$ cat config.mk
export PLATFORM = sky130hd
export DESIGN_NAME = fetch_unit
export DESIGN_NICKNAME = d
export VERILOG_FILES = /design/src/rtl/fetch_unit.sv
export SDC_FILE = /design/constraint.sdc
export NUM_CORES = 1
export LEC_CHECK = 0
export ABC_CLOCK_PERIOD_IN_PS = 1900
export BUFFER_PORTS_ARGS = -buffer_cell sky130_fd_sc_hd__buf_2
export CORE_MARGIN = 3
export CORE_UTILIZATION = 49
export CTS_BUF_LIST = sky130_fd_sc_hd__clkbuf_16
export DETAILED_ROUTE_END_ITERATION = 10
export PLACE_DENSITY = 0.79
export SLEW_MARGIN = 25
export SYNTH_ARGS = -nofsm -noshare
export SYNTH_HDL_FRONTEND = slang
export SYNTH_SLANG_ARGS = --single-unit
$ cat constraint.sdc
create_clock -name clk -period 1.9 [get_ports clk]
set_input_delay 0.38 -clock clk [delete_from_list [all_inputs] [get_ports clk]]
set_output_delay 0.38 -clock clk [all_outputs]
set_load 0.05 [all_outputs]
$ cat src/rtl/fetch_unit.sv
// Instruction fetch stage: owns the PC, reads imem with variable latency,
// presents instr/pc_plus_2 to decode, and handles halt, misalignment and timeout.
module fetch_unit #(
   parameter logic [15:0] RESET_PC = 16'h0000,
   parameter int unsigned TIMEOUT  = 64
) (
   input  logic        clk,
   input  logic        rst,
   input  logic [15:0] pc_updated,
   input  logic        advance,
   input  logic        halt,
   input  logic [15:0] imem_data,
   input  logic        imem_done,
   output logic [15:0] imem_addr,
   output logic        imem_rd,
   output logic [15:0] instr,
   output logic [15:0] pc_plus_2,
   output logic        instr_valid,
   output logic [15:0] instr_count,
   output logic        halted,
   output logic        err
);

   localparam int unsigned DATA_W = 16;
   localparam int unsigned WAIT_W = 8;

   typedef enum logic [1:0] {
      S_FETCH  = 2'd0,
      S_VALID  = 2'd1,
      S_HALTED = 2'd2,
      S_ERR    = 2'd3
   } state_e;

   state_e              state_q, state_d;
   logic [DATA_W-1:0]   pc_q, pc_d;
   logic [DATA_W-1:0]   instr_q, instr_d;
   logic [DATA_W-1:0]   count_q, count_d;
   logic [WAIT_W-1:0]   wait_q, wait_d;
   logic                rd_q, rd_d;
   logic                valid_q, valid_d;
   logic                halted_q, halted_d;
   logic                err_q, err_d;

   // State and datapath registers; reset is asynchronous so outputs drop at once
   always_ff @(posedge clk or negedge rst) begin
      if (!rst) begin
         state_q  <= S_FETCH;
         pc_q     <= RESET_PC;
         instr_q  <= '0;
         count_q  <= '0;
         wait_q   <= '0;
         rd_q     <= 1'b1;
         valid_q  <= 1'b0;
         halted_q <= 1'b0;
         err_q    <= 1'b0;
      end else begin
         state_q  <= state_d;
         pc_q     <= pc_d;
         instr_q  <= instr_d;
         count_q  <= count_d;
         wait_q   <= wait_d;
         rd_q     <= rd_d;
         valid_q  <= valid_d;
         halted_q <= halted_d;
         err_q    <= err_d;
      end
   end

   // Next-state and datapath update
   always_comb begin
      state_d = state_q;
      pc_d    = pc_q;
      instr_d = instr_q;
      count_d = count_q;
      wait_d  = wait_q;

      case (state_q)
         S_FETCH: begin
            if (imem_done) begin
               instr_d = imem_data;
               wait_d  = '0;
               state_d = S_VALID;
            end else begin
               // A response on the TIMEOUT-th cycle still wins over the watchdog
               wait_d = wait_q + WAIT_W'(1);
               if (wait_d == WAIT_W'(TIMEOUT)) begin
                  state_d = S_ERR;
               end
            end
         end
         S_VALID: begin
            if (advance) begin
               count_d = count_q + DATA_W'(1);
               if (halt) begin
                  state_d = S_HALTED;
               end else if (pc_updated[0]) begin
                  state_d = S_ERR;
               end else begin
                  pc_d    = pc_updated;
                  state_d = S_FETCH;
               end
            end
         end
         S_HALTED: begin
            state_d = S_HALTED;
         end
         S_ERR: begin
            state_d = S_ERR;
         end
         default: begin
            state_d = S_ERR;
         end
      endcase
   end

   // Status flags registered from the next state so they track state_q exactly
   always_comb begin
      rd_d     = 1'b0;
      valid_d  = 1'b0;
      halted_d = 1'b0;
      err_d    = 1'b0;
      case (state_d)
         S_FETCH:  rd_d     = 1'b1;
         S_VALID:  valid_d  = 1'b1;
         S_HALTED: halted_d = 1'b1;
         S_ERR:    err_d    = 1'b1;
         default:  err_d    = 1'b1;
      endcase
   end

   assign imem_addr   = pc_q;
   assign imem_rd     = rd_q;
   assign instr       = instr_q;
   assign pc_plus_2   = pc_q + DATA_W'(2);
   assign instr_valid = valid_q;
   assign instr_count = count_q;
   assign halted      = halted_q;
   assign err         = err_q;

endmodule

==> impl_metrics.csv, run 1 <==
group,metric,value,unit
run_status,outcome,"finished with violations",
run_status,violations,"negative setup slack",
drt,drc,0,
floorplan,io_pins,105,
clock_network,cts_hold_buf,0,
logic_synthesis,yosys_warnings,0,
clock_network,cts.sinks,61,
power_and_ir_drop,power,8.62,mW
logic_synthesis,synth_flop_cell,"dfrtp_1",
logic_synthesis,ys_seq_area_share,53.3,%
sta,grt_setup_unrepaired,"true",
sta,min_period,2.17,ns
power_and_ir_drop,pwr-share-comb,52.7,%
power_and_ir_drop,ir_drop,1380,uV
placed_design,dp_slack,-0.0131,ns
drt,wl_per_cell,15.1,microns
placed_design,hpwl,4.66,mm
drt,drtIter0Drc,131,
clock_network,clkLatencyLatePin,0.32,ns
clock_network,cts_made_buffers,9,
cells_and_area,antenna_cells,0,
logic_synthesis,ys_types,40,
drt,routed_wirelength,6.73,mm
sta,slew_viol_final,0,
logic_synthesis,syn_area_per_cell,11.9,sq um
cells_and_area,drive_above_1_share,56.8,%
power_and_ir_drop,leakage,2.13,nW
cells_and_area,area_growth_syn_to_layout,47.2,%
drt,viasPerCell,5.07,
floorplan,die_x,82.5,microns
setup_path,start_kind,"register",
power_and_ir_drop,swShare,47.4,%
logic_synthesis,ys_ff_latch,61,
placed_design,numPortBuffers,102,
sta,hold_viol,0,
drt,dr.pass1.iters,4,
sta,tns,-1.75,ns
logic_synthesis,synth-async-reset-ratio,100,%
setup_path,crit_arrival,1.79,ns
logic_synthesis,yosysTopAreaCellShare,52.4,%
logic_synthesis,synth_top_area_cell,"dfrtp_1",
sta,worst_slack,-0.266,ns
run,drv_cap,0,
clock_network,root_buffer,"clkbuf_16",
power_and_ir_drop,pwr-share-seq,25.9,%
floorplan,rows,27,
grt,grt_first_pass_wirelength,10.7,mm
grt,grt_use_total,21.1,%
setup_path,worstSetupEndpointType,"output pin",
grt,grt-ovfl-total,0,
floorplan,dieArea,6810,sq um
worst_hold_path,hold_class,"input port to async pin",
floorplan,core_area,5570,sq um
drt,vias,2267,
setup_path,critPathKind,"register to output pin",
sta,finalCritPeriodShare,114,%
placed_design,gp_congestion,0.782,
grt,grt_start_max_net_pins,62,
power_and_ir_drop,clkPwrFrac,21.3,%
setup_path,worst-path-max-fanout,4,
setup_path,critPathRequiredTime,1.52,ns
floorplan,initial_core_util,51.4,%
cells_and_area,seq_area,1540,sq um
power_and_ir_drop,internal-power,4.54,mW
cells_and_area,final_nets,410,
clock_network,path_clk_slew,0.06,ns
grt,antenna_found_initial,0,
clock_network,cts_tree,"built",
logic_synthesis,ys_top_cells_by_area,"dfrtp_1, mux2_2, xnor2_1, nand2_1, nand3_1",
power_and_ir_drop,p_per_area,2040,nW/um^2
cells_and_area,multi_input_area,1480,sq um
power_and_ir_drop,p_sw,4.08,mW
sta,hold_slack,0.0556,ns
sta,fmax,462,MHz
logic_synthesis,synthesis.area,2870,sq um
clock_network,htreeDepth,3,
drt,ant_nets,0,
logic_synthesis,netlist_instances,242,
floorplan,die_h,82.5,microns
sta,skew,0.00549,ns
grt,grt_pass1_vias,2220,
logic_synthesis,synth_edf_count,0,
cells_and_area,fin_cells,447,
cells_and_area,fill_cells,371,
sta,setup_viol,10,
clock_network,cts_max_path_buffers,2,
placed_design,place_inst,425,
-- Yosys cell counts (all sizes together) (4+ instances only) --
cell	instances
nand3	15
dfrtp	60
buf	7
and3	6
and2	5
xor2	8
nor2	17
nand2	23
o21ai	8
inv	4
mux2	32
xnor2	22
nand4	6
a21oi	5
-- cell type report --
cell class,instances,area share (%)
Tap cell,72,2.13
Sequential cell,61,36.5
Clock inverter,7,2.73
Inverter,4,0.356
Timing Repair Buffer,124,17.8
Clock buffer,9,5.34
Multi-Input combinational cell,170,35.2
-- path summary, 6_finish.rpt --
kind                                 startpoint              end  slack, ns  cells after the start
worst min register to register  instr_count[15]  instr_count[15]       0.47                      1
worst max register to register        wait_q[0]              err       0.24                      6
worst min-delay path                        rst  instr_count[15]       0.06                      2
worst max-delay path               imem_addr[3]    pc_plus_2[10]      -0.27                      6
min in group clk                  imem_data[15]        instr[15]       0.29                      2
max in group asynchronous                   rst          imem_rd       1.54                      2
-- power by group through the flow --
stage / Combinational (mW) / Clock [mW] / Sequential (mW)
5_1_grt: 4.78 / 1.95 / 2.32
3_5_place_dp: 4.36 / 0 / 2.23
4_1_cts: 4.57 / 1.88 / 2.23
6_report: 4.55 / 1.84 / 2.24
2_1_floorplan: 1.76 / 0 / 3.79
3_3_place_gp: 4.31 / 0 / 2.20
-- per-stage QoR --
step / util (%) / instance area, sq um
global placement: 67.0 / 3730
floorplan: - / 3070
CTS: 75.1 / 4190
global route: 75.7 / 4220
finish: 75.7 / 4220
detailed placement: 67.0 / 3730
-- per-layer routing --
metal	vias up	GRT usage [%]	part of all wire, %
met2	55	36.7	52
met5	-	0	0
met4	0	7.52	1.4
li1	1101	-	-
met1	1102	25.4	41
met3	9	5.31	5.6
-- state kept, by name, indices dropped and copies added, names as in the netlist --
name         cells
imem_addr       15
imem_rd          1
instr_valid      1
state_q          2
wait_q           8
instr_count     16
halted           1
instr           16
err              1
-- critical path, stage by stage (launching register included) --
cell,delay (ns)
dfrtp_2,0.36
and3_4,0.20
and3_4,0.19
and2_4,0.16
nand4_1,0.19
xnor2_4,0.19
buf_6,0.17
-- kinds of logic after synthesis --
kind of cell,Yosys count,share of synthesized area [%]
multiplexers,34,13.3
XOR/XNOR,30,9.16
buffers and inverters,12,2.66
AND/OR/NAND/NOR,82,15.9
flip-flops,61,53.3
adder cells (fa/ha/maj),3,1.31
other,1,0.131
AO/OA/AOI/OAI,19,4.32
-- cell usage in the layout, fill, tap and decap left out, types with 2 or more instances in the layout --
master / synthesis / layout
buf_2: 1 / 92
clkbuf_16: 0 / 9
nand4_1: 5 / 5
buf_4: 4 / 21
xnor2_1: 22 / 13
nor2_1: 16 / 16
nand3_1: 15 / 13
o21ai_0: 8 / 8
xnor2_4: 0 / 7
nor3_1: 2 / 2
buf_6: 2 / 10
a21oi_1: 5 / 5
nand2_1: 22 / 19
ha_1: 3 / 2
and3_4: 0 / 2
nand2_4: 0 / 2
dfrtp_2: 0 / 10
xor2_1: 8 / 7
mux2_2: 32 / 32
conb_1: 1 / 2
inv_1: 4 / 5
xnor2_2: 0 / 2
mux2i_1: 2 / 2
and3_2: 1 / 3
bufinv_16: 0 / 3
dfrtp_1: 60 / 50
nand2_2: 1 / 2
and2_1: 5 / 4
-- what timing repair did --
item	CTS	global route
setup buffers	4	2
pin swaps	6	3
gates resized for setup	26	4
endpoints found under the setup margin	9	10
(Power assumes the default switching activity.)
==> run 2, diff against run 1 <==
- ABC_AREA: default -> 1
- CORE_UTILIZATION: 49 -> 50
- PLACE_DENSITY: 0.79 -> 0.8
==> run 2 against run 1 <==
Net effect: the run still ends with negative setup slack left; routed wire length grew 8.7%; global-route usage grew 0.53 points; fmax shrank 3.4%; non-clock buffer count up 8; total power is 64% lower; largest cell class unchanged; largest power group is now clock.
==> impl_metrics.csv, run 2 <==
group,metric,value,unit
run_status,outcome,"finished with violations",
run_status,violations,"negative setup slack",
cells_and_area,antenna_cells,0,
worst_hold_path,holdPathStages,3,
setup_path,rrSetupSlack,0.21,ns
sta,fmax,446,MHz
placed_design,hpwl,5.09,mm
cells_and_area,drive_above_1_share,45.5,%
setup_path,cp-startpoint,"imem_addr[1]",
logic_synthesis,synth_common_cells,"nand2_1, dfrtp_1, inv_1",
logic_synthesis,synth-async-reset-ratio,100,%
logic_synthesis,ys_top_cells_by_area,"dfrtp_1, nand2_1, xor2_1, mux2_2, inv_1",
drt,met1_length,2.91,mm
placed_design,gp_congestion,0.883,
sta,slew_viol_final,0,
power_and_ir_drop,power,3.09,mW
worst_hold_path,hold_start,"imem_data[1]",
grt,grt_start_max_net_pins,38,
setup_path,critPathKind,"register to output pin",
logic_synthesis,synth_top_family_by_area,"simple AND/OR/NAND/NOR gates",
floorplan,io_pins,105,
logic_synthesis,synth_most_common_cell,"nand2_1",
floorplan,core_area,5570,sq um
setup_path,critPathRequiredTime,1.52,ns
sta,worst_slack,-0.343,ns
clock_network,path_clk_slew,0.05,ns
sta,skew,0.00561,ns
cells_and_area,area_growth_syn_to_layout,48.4,%
floorplan,die_x,82.5,microns
worst_hold_path,hold_path_end,"instr[1]",
clock_network,htreeDepth,3,
worst_hold_path,hold_class,"input port to register",
logic_synthesis,synth_edf_count,0,
cells_and_area,final_cell_mix,"nand2_1, buf_2, dfrtp_1",
logic_synthesis,synth_xor_area_share,8.38,%
grt,grt-ovfl-total,0,
logic_synthesis,synth_flop_cell,"dfrtp_1",
cells_and_area,fin_cells,534,
sta,setup_viol,10,
drt,drtIter0Drc,108,
cells_and_area,final_nets,497,
sta,hold_viol,0,
logic_synthesis,ys_seq_area_share,52.2,%
logic_synthesis,synth_top_area_cell,"dfrtp_1",
grt,grt_use_total,21.7,%
setup_path,worst-path-max-fanout,3,
drt,ant_nets,0,
logic_synthesis,yosysTopAreaCellShare,51.3,%
cells_and_area,fill_cells,355,
power_and_ir_drop,ir_drop,861,uV
run,drv_cap,0,
setup_path,worstSetupEndpointType,"output pin",
floorplan,dieArea,6810,sq um
floorplan,rows,27,
grt,grt_pass1_vias,2417,
placed_design,place_inst,513,
grt,grt_first_pass_wirelength,11.0,mm
logic_synthesis,yosys_warnings,0,
setup_path,crit_arrival,1.86,ns
sta,min_period,2.24,ns
drt,routed_wirelength,7.31,mm
logic_synthesis,syn_area_per_cell,9.15,sq um
setup_path,r2r-end,"instr_valid",
logic_synthesis,ys_types,31,
grt,antenna_found_initial,0,
clock_network,cts_tree,"built",
power_and_ir_drop,leakage,2.48,nW
drt,met2_length,3.80,mm
clock_network,root_buffer,"clkbuf_16",
clock_network,cts_made_buffers,9,
logic_synthesis,synth_compound_area_share,3.55,%
logic_synthesis,synth_mux_area_share,3.85,%
sta,grt_setup_unrepaired,"true",
clock_network,cts.sinks,61,
floorplan,initial_core_util,52.5,%
clock_network,cts_max_path_buffers,2,
sta,finalCritPeriodShare,118,%
drt,vias,2617,
setup_path,worst_r2r_path_depth,11,
drt,drc,0,
setup_path,start_kind,"register",
drt,highest_layer,"met4",
drt,wl_per_cell,13.7,microns
clock_network,clkLatencyLatePin,0.32,ns
setup_path,reg2reg_from,"wait_q[0]",
logic_synthesis,ys_ff_latch,61,
drt,viasPerCell,4.90,
logic_synthesis,synthAdderAreaFrac,1.28,%
placed_design,dp_slack,-0.176,ns
logic_synthesis,synthesis.area,2930,sq um
logic_synthesis,netlist_instances,320,
drt,dr.pass1.iters,4,
placed_design,numPortBuffers,102,
logic_synthesis,yosys.area_share.simple,25.2,%
cells_and_area,layout_commonest_cell,"nand2_1",
power_and_ir_drop,p_per_area,712,nW/um^2
floorplan,die_h,82.5,microns
drt,routed-wl-met3,485,microns
-- run 2: layer usage --
| layer | global-route usage, % | up-vias |
|---|---|---|
| met3 | 6.29 | 10 |
| li1 | - | 1277 |
| met4 | 9.48 | 0 |
| met2 | 35.3 | 93 |
| met5 | 0 | - |
| met1 | 26.8 | 1237 |
-- run 2: cells by family after synthesis --
| group | count (synthesis) |
|---|---|
| AOI/OAI and AO/OA | 19 |
| buffers and inverters | 39 |
| and+or+nand+nor | 159 |
| xor gates and xnor gates | 28 |
| muxes | 10 |
| adders and majority gates | 3 |
| DFF | 61 |
| other | 1 |
-- run 2: where the power goes --
group	switching, mW	leakage (nW)	internal (mW)
logic	0.0483	1.56	0.0335
registers	0	0.758	1.30
clock network	0.570	0.157	1.14
total	0.618	2.48	2.47
-- run 2: repair_timing --
action                                  4_1_cts  5_1_grt
hold buffers                                  1        0
endpoints found under the setup margin       12       11
buffers inserted                              1        3
pin swaps                                     7        3
hold endpoints to repair                      2        0
resized for setup                            23        9
-- run 2: stage by stage --
stage / area (sq um) / utilization (%) / setup TNS (ns) / hold slack [ns]
after detailed placement: 3870 / 69.4 / -0.238 / 0.197
after global routing: 4340 / 77.9 / -2.97 / 0.257
after floorplan: 3110 / - / -2.04 / 0.0844
final: 4340 / 77.9 / -2.09 / 0.245
after CTS: 4290 / 76.9 / -1.76 / 0.240
after global placement: 3870 / 69.4 / -0.158 / 0.196
-- run 2: cell type report --
cell class	instances	area, sq um	area share [%]
timing repair buffer	132	826	19.0
tap	72	90.1	2.07
multi-input combinational	221	1450	33.5
inverter	32	120	2.77
sequential	61	1540	35.4
clock buffer	9	225	5.19
clock inverter	7	90.1	2.07
-- run 2: critical path, stage by stage, from the launching register on --
cell     delay (ns)
dfrtp_2        0.38
ha_4           0.15
nand3_4        0.07
nor2_4         0.12
nand3_4        0.11
nor2_4         0.11
nand4_1        0.20
xnor2_4        0.21
buf_6          0.18
-- run 2: worst max path at each step --
stage / endpoint / slack, ns / cells past startpoint
after floorplan: pc_plus_2[15] / -0.40 / 7
after global placement: pc_plus_2[15] / -0.14 / 8
after detailed placement: pc_plus_2[15] / -0.18 / 8
after CTS: pc_plus_2[15] / -0.30 / 8
after global routing: pc_plus_2[15] / -0.47 / 8
final: pc_plus_2[15] / -0.34 / 8
==> run 3, diff against run 2 <==
- CAP_MARGIN: default -> 20
- CORE_MARGIN: 3 -> default
==> run 3 against run 2 <==
Net effect: the flow still finishes with violations (negative setup slack); clock skew fell by 0.0013 ns; die area down 9.5%; sequential power about the same; setup slack better by 0.049 ns; core utilization is 1.2 points lower; via count fell by 1.5%.
==> impl_metrics.csv, run 3 (same netlist as run 2, synthesis figures left out) <==
group,metric,value,unit
clock_network,root_buffer,"clkbuf_16",
setup_path,rrSetupSlack,0.26,ns
floorplan,die_h,78.5,microns
placed_design,hpwl,4.88,mm
setup_path,slowest_delay,0.38,ns
sta,slew_viol_final,0,
cells_and_area,final_util,76.7,%
drt,drtIter0Drc,72,
drt,dr.pass1.iters,4,
sta,fmax,456,MHz
setup_path,worstSetupEndpointType,"output pin",
cells_and_area,antenna_cells,0,
drt,ant_nets,0,
floorplan,rows,27,
sta,hold_viol,0,
drt,viasPerCell,4.88,
floorplan,dieArea,6160,sq um
drt,wl_per_cell,12.6,microns
cells_and_area,layout_commonest_cell,"nand2_1",
grt,grt_pass1_vias,2450,
sta,grt_setup_unrepaired,"true",
power_and_ir_drop,leakage,2.44,nW
drt,vias,2579,
clock_network,cts_max_path_buffers,2,
grt,antenna_found_initial,0,
run_status,outcome,"finished with violations",
power_and_ir_drop,ir_drop,616,uV
floorplan,io_pins,105,
power_and_ir_drop,p_per_area,708,nW/um^2
cells_and_area,area_growth_syn_to_layout,46.0,%
sta,slew_headroom,64.8,%
sta,min_period,2.19,ns
cells_and_area,fin_cells,528,
cells_and_area,final_cell_mix,"nand2_1, buf_2, dfrtp_1",
setup_path,worst-path-max-fanout,2,
setup_path,critPathKind,"register to output pin",
clock_network,cts_tree,"built",
run,drv_cap,0,
cells_and_area,drive_above_1_share,44.5,%
setup_path,path_buf_inv,1,
cells_and_area,final_nets,491,
cells_and_area,fill_cells,383,
cells_and_area,design_area,4270,sq um
grt,grt-ovfl-total,0,
setup_path,worst_r2r_path_depth,11,
placed_design,place_area,3830,sq um
setup_path,critPathRequiredTime,1.52,ns
sta,finalCritPeriodShare,115,%
sta,setup_viol,11,
placed_design,gp_congestion,0.806,
worst_hold_path,hold_class,"input port to async pin",
grt,grt_first_pass_wirelength,11.0,mm
sta,skew,0.00427,ns
floorplan,core_area,5570,sq um
setup_path,start_kind,"register",
setup_path,path_delay_family,"simple AND/OR/NAND/NOR gates",
sta,worst_slack,-0.294,ns
clock_network,path_clk_slew,0.05,ns
floorplan,die_x,78.5,microns
placed_design,place_inst,508,
grt,grt_use_total,23.3,%
placed_design,numPortBuffers,102,
floorplan,initial_core_util,52.5,%
grt,grt_start_max_net_pins,33,
setup_path,slowest_stage,"dfrtp_2",
setup_path,worstPathCellList,"ha_4 > nand3_4 > nor2_4 > nand3_4 > nor2_4 > nand4_1 > xnor2_4 > buf_6",
drt,routed_wirelength,6.65,mm
clock_network,cts_hold_buf,0,
clock_network,clkLatencyLatePin,0.31,ns
setup_path,crit_arrival,1.81,ns
drt,drc,0,
clock_network,cts_made_buffers,9,
setup_path,cp_num_cells,8,
run_status,violations,"negative setup slack",
clock_network,cts.sinks,61,
clock_network,htreeDepth,3,
sta,max_slew.worst_pin.slew,0.528,ns
-- run 3: cell type report --
cell class,instances,area [sq um],share of cell area [%]
inverter,32,120,2.81
clock buffer,9,225,5.27
tap,72,90.1,2.11
sequential,61,1540,35.9
timing repair buffer,126,774,18.1
clock inverter,7,81.3,1.90
multi-input combinational,221,1450,33.8
-- run 3: repair_timing --
action,in CTS,in global routing
setup endpoints to repair,11,12
buffers inserted,2,2
gates resized for setup,24,6
pin swaps,6,1
-- run 3: routing by layer --
metal,track usage [%],vias up,wire [microns]
li1,-,1269,-
met1,27.8,1206,2760
met2,40.6,89,3430
met3,4.07,15,320
met4,11.1,0,136
met5,0,-,0
-- run 3: per-stage QoR --
step                      total power [mW]  worst slack, ns  setup TNS [ns]  hold slack [ns]
final                                 3.02           -0.294           -1.93           0.0389
after global routing                  3.12           -0.375           -2.73           0.0738
after CTS                             3.05           -0.315           -1.78           0.0511
after global placement                1.40           -0.139          -0.273            0.383
after detailed placement              1.40           -0.208          -0.378            0.387
after floorplan                       1.34           -0.403           -2.04           0.0844
-- run 3: path summary, 6_finish.rpt --
path / to / from
max: pc_plus_2[15] / imem_addr[1]
min: wait_q[2] / rst
max reg2reg: instr_valid / wait_q[0]
min reg2reg: instr[8] / instr[8]
max in group asynchronous: wait_q[7] / rst
min in group clk: instr[14] / imem_data[14]
-- run 3: power by group --
group | switching [mW] | total, mW | internal, mW
combinational | 0.0459 | 0.0778 | 0.0319
sequential | 0 | 1.30 | 1.30
clock | 0.519 | 1.64 | 1.13
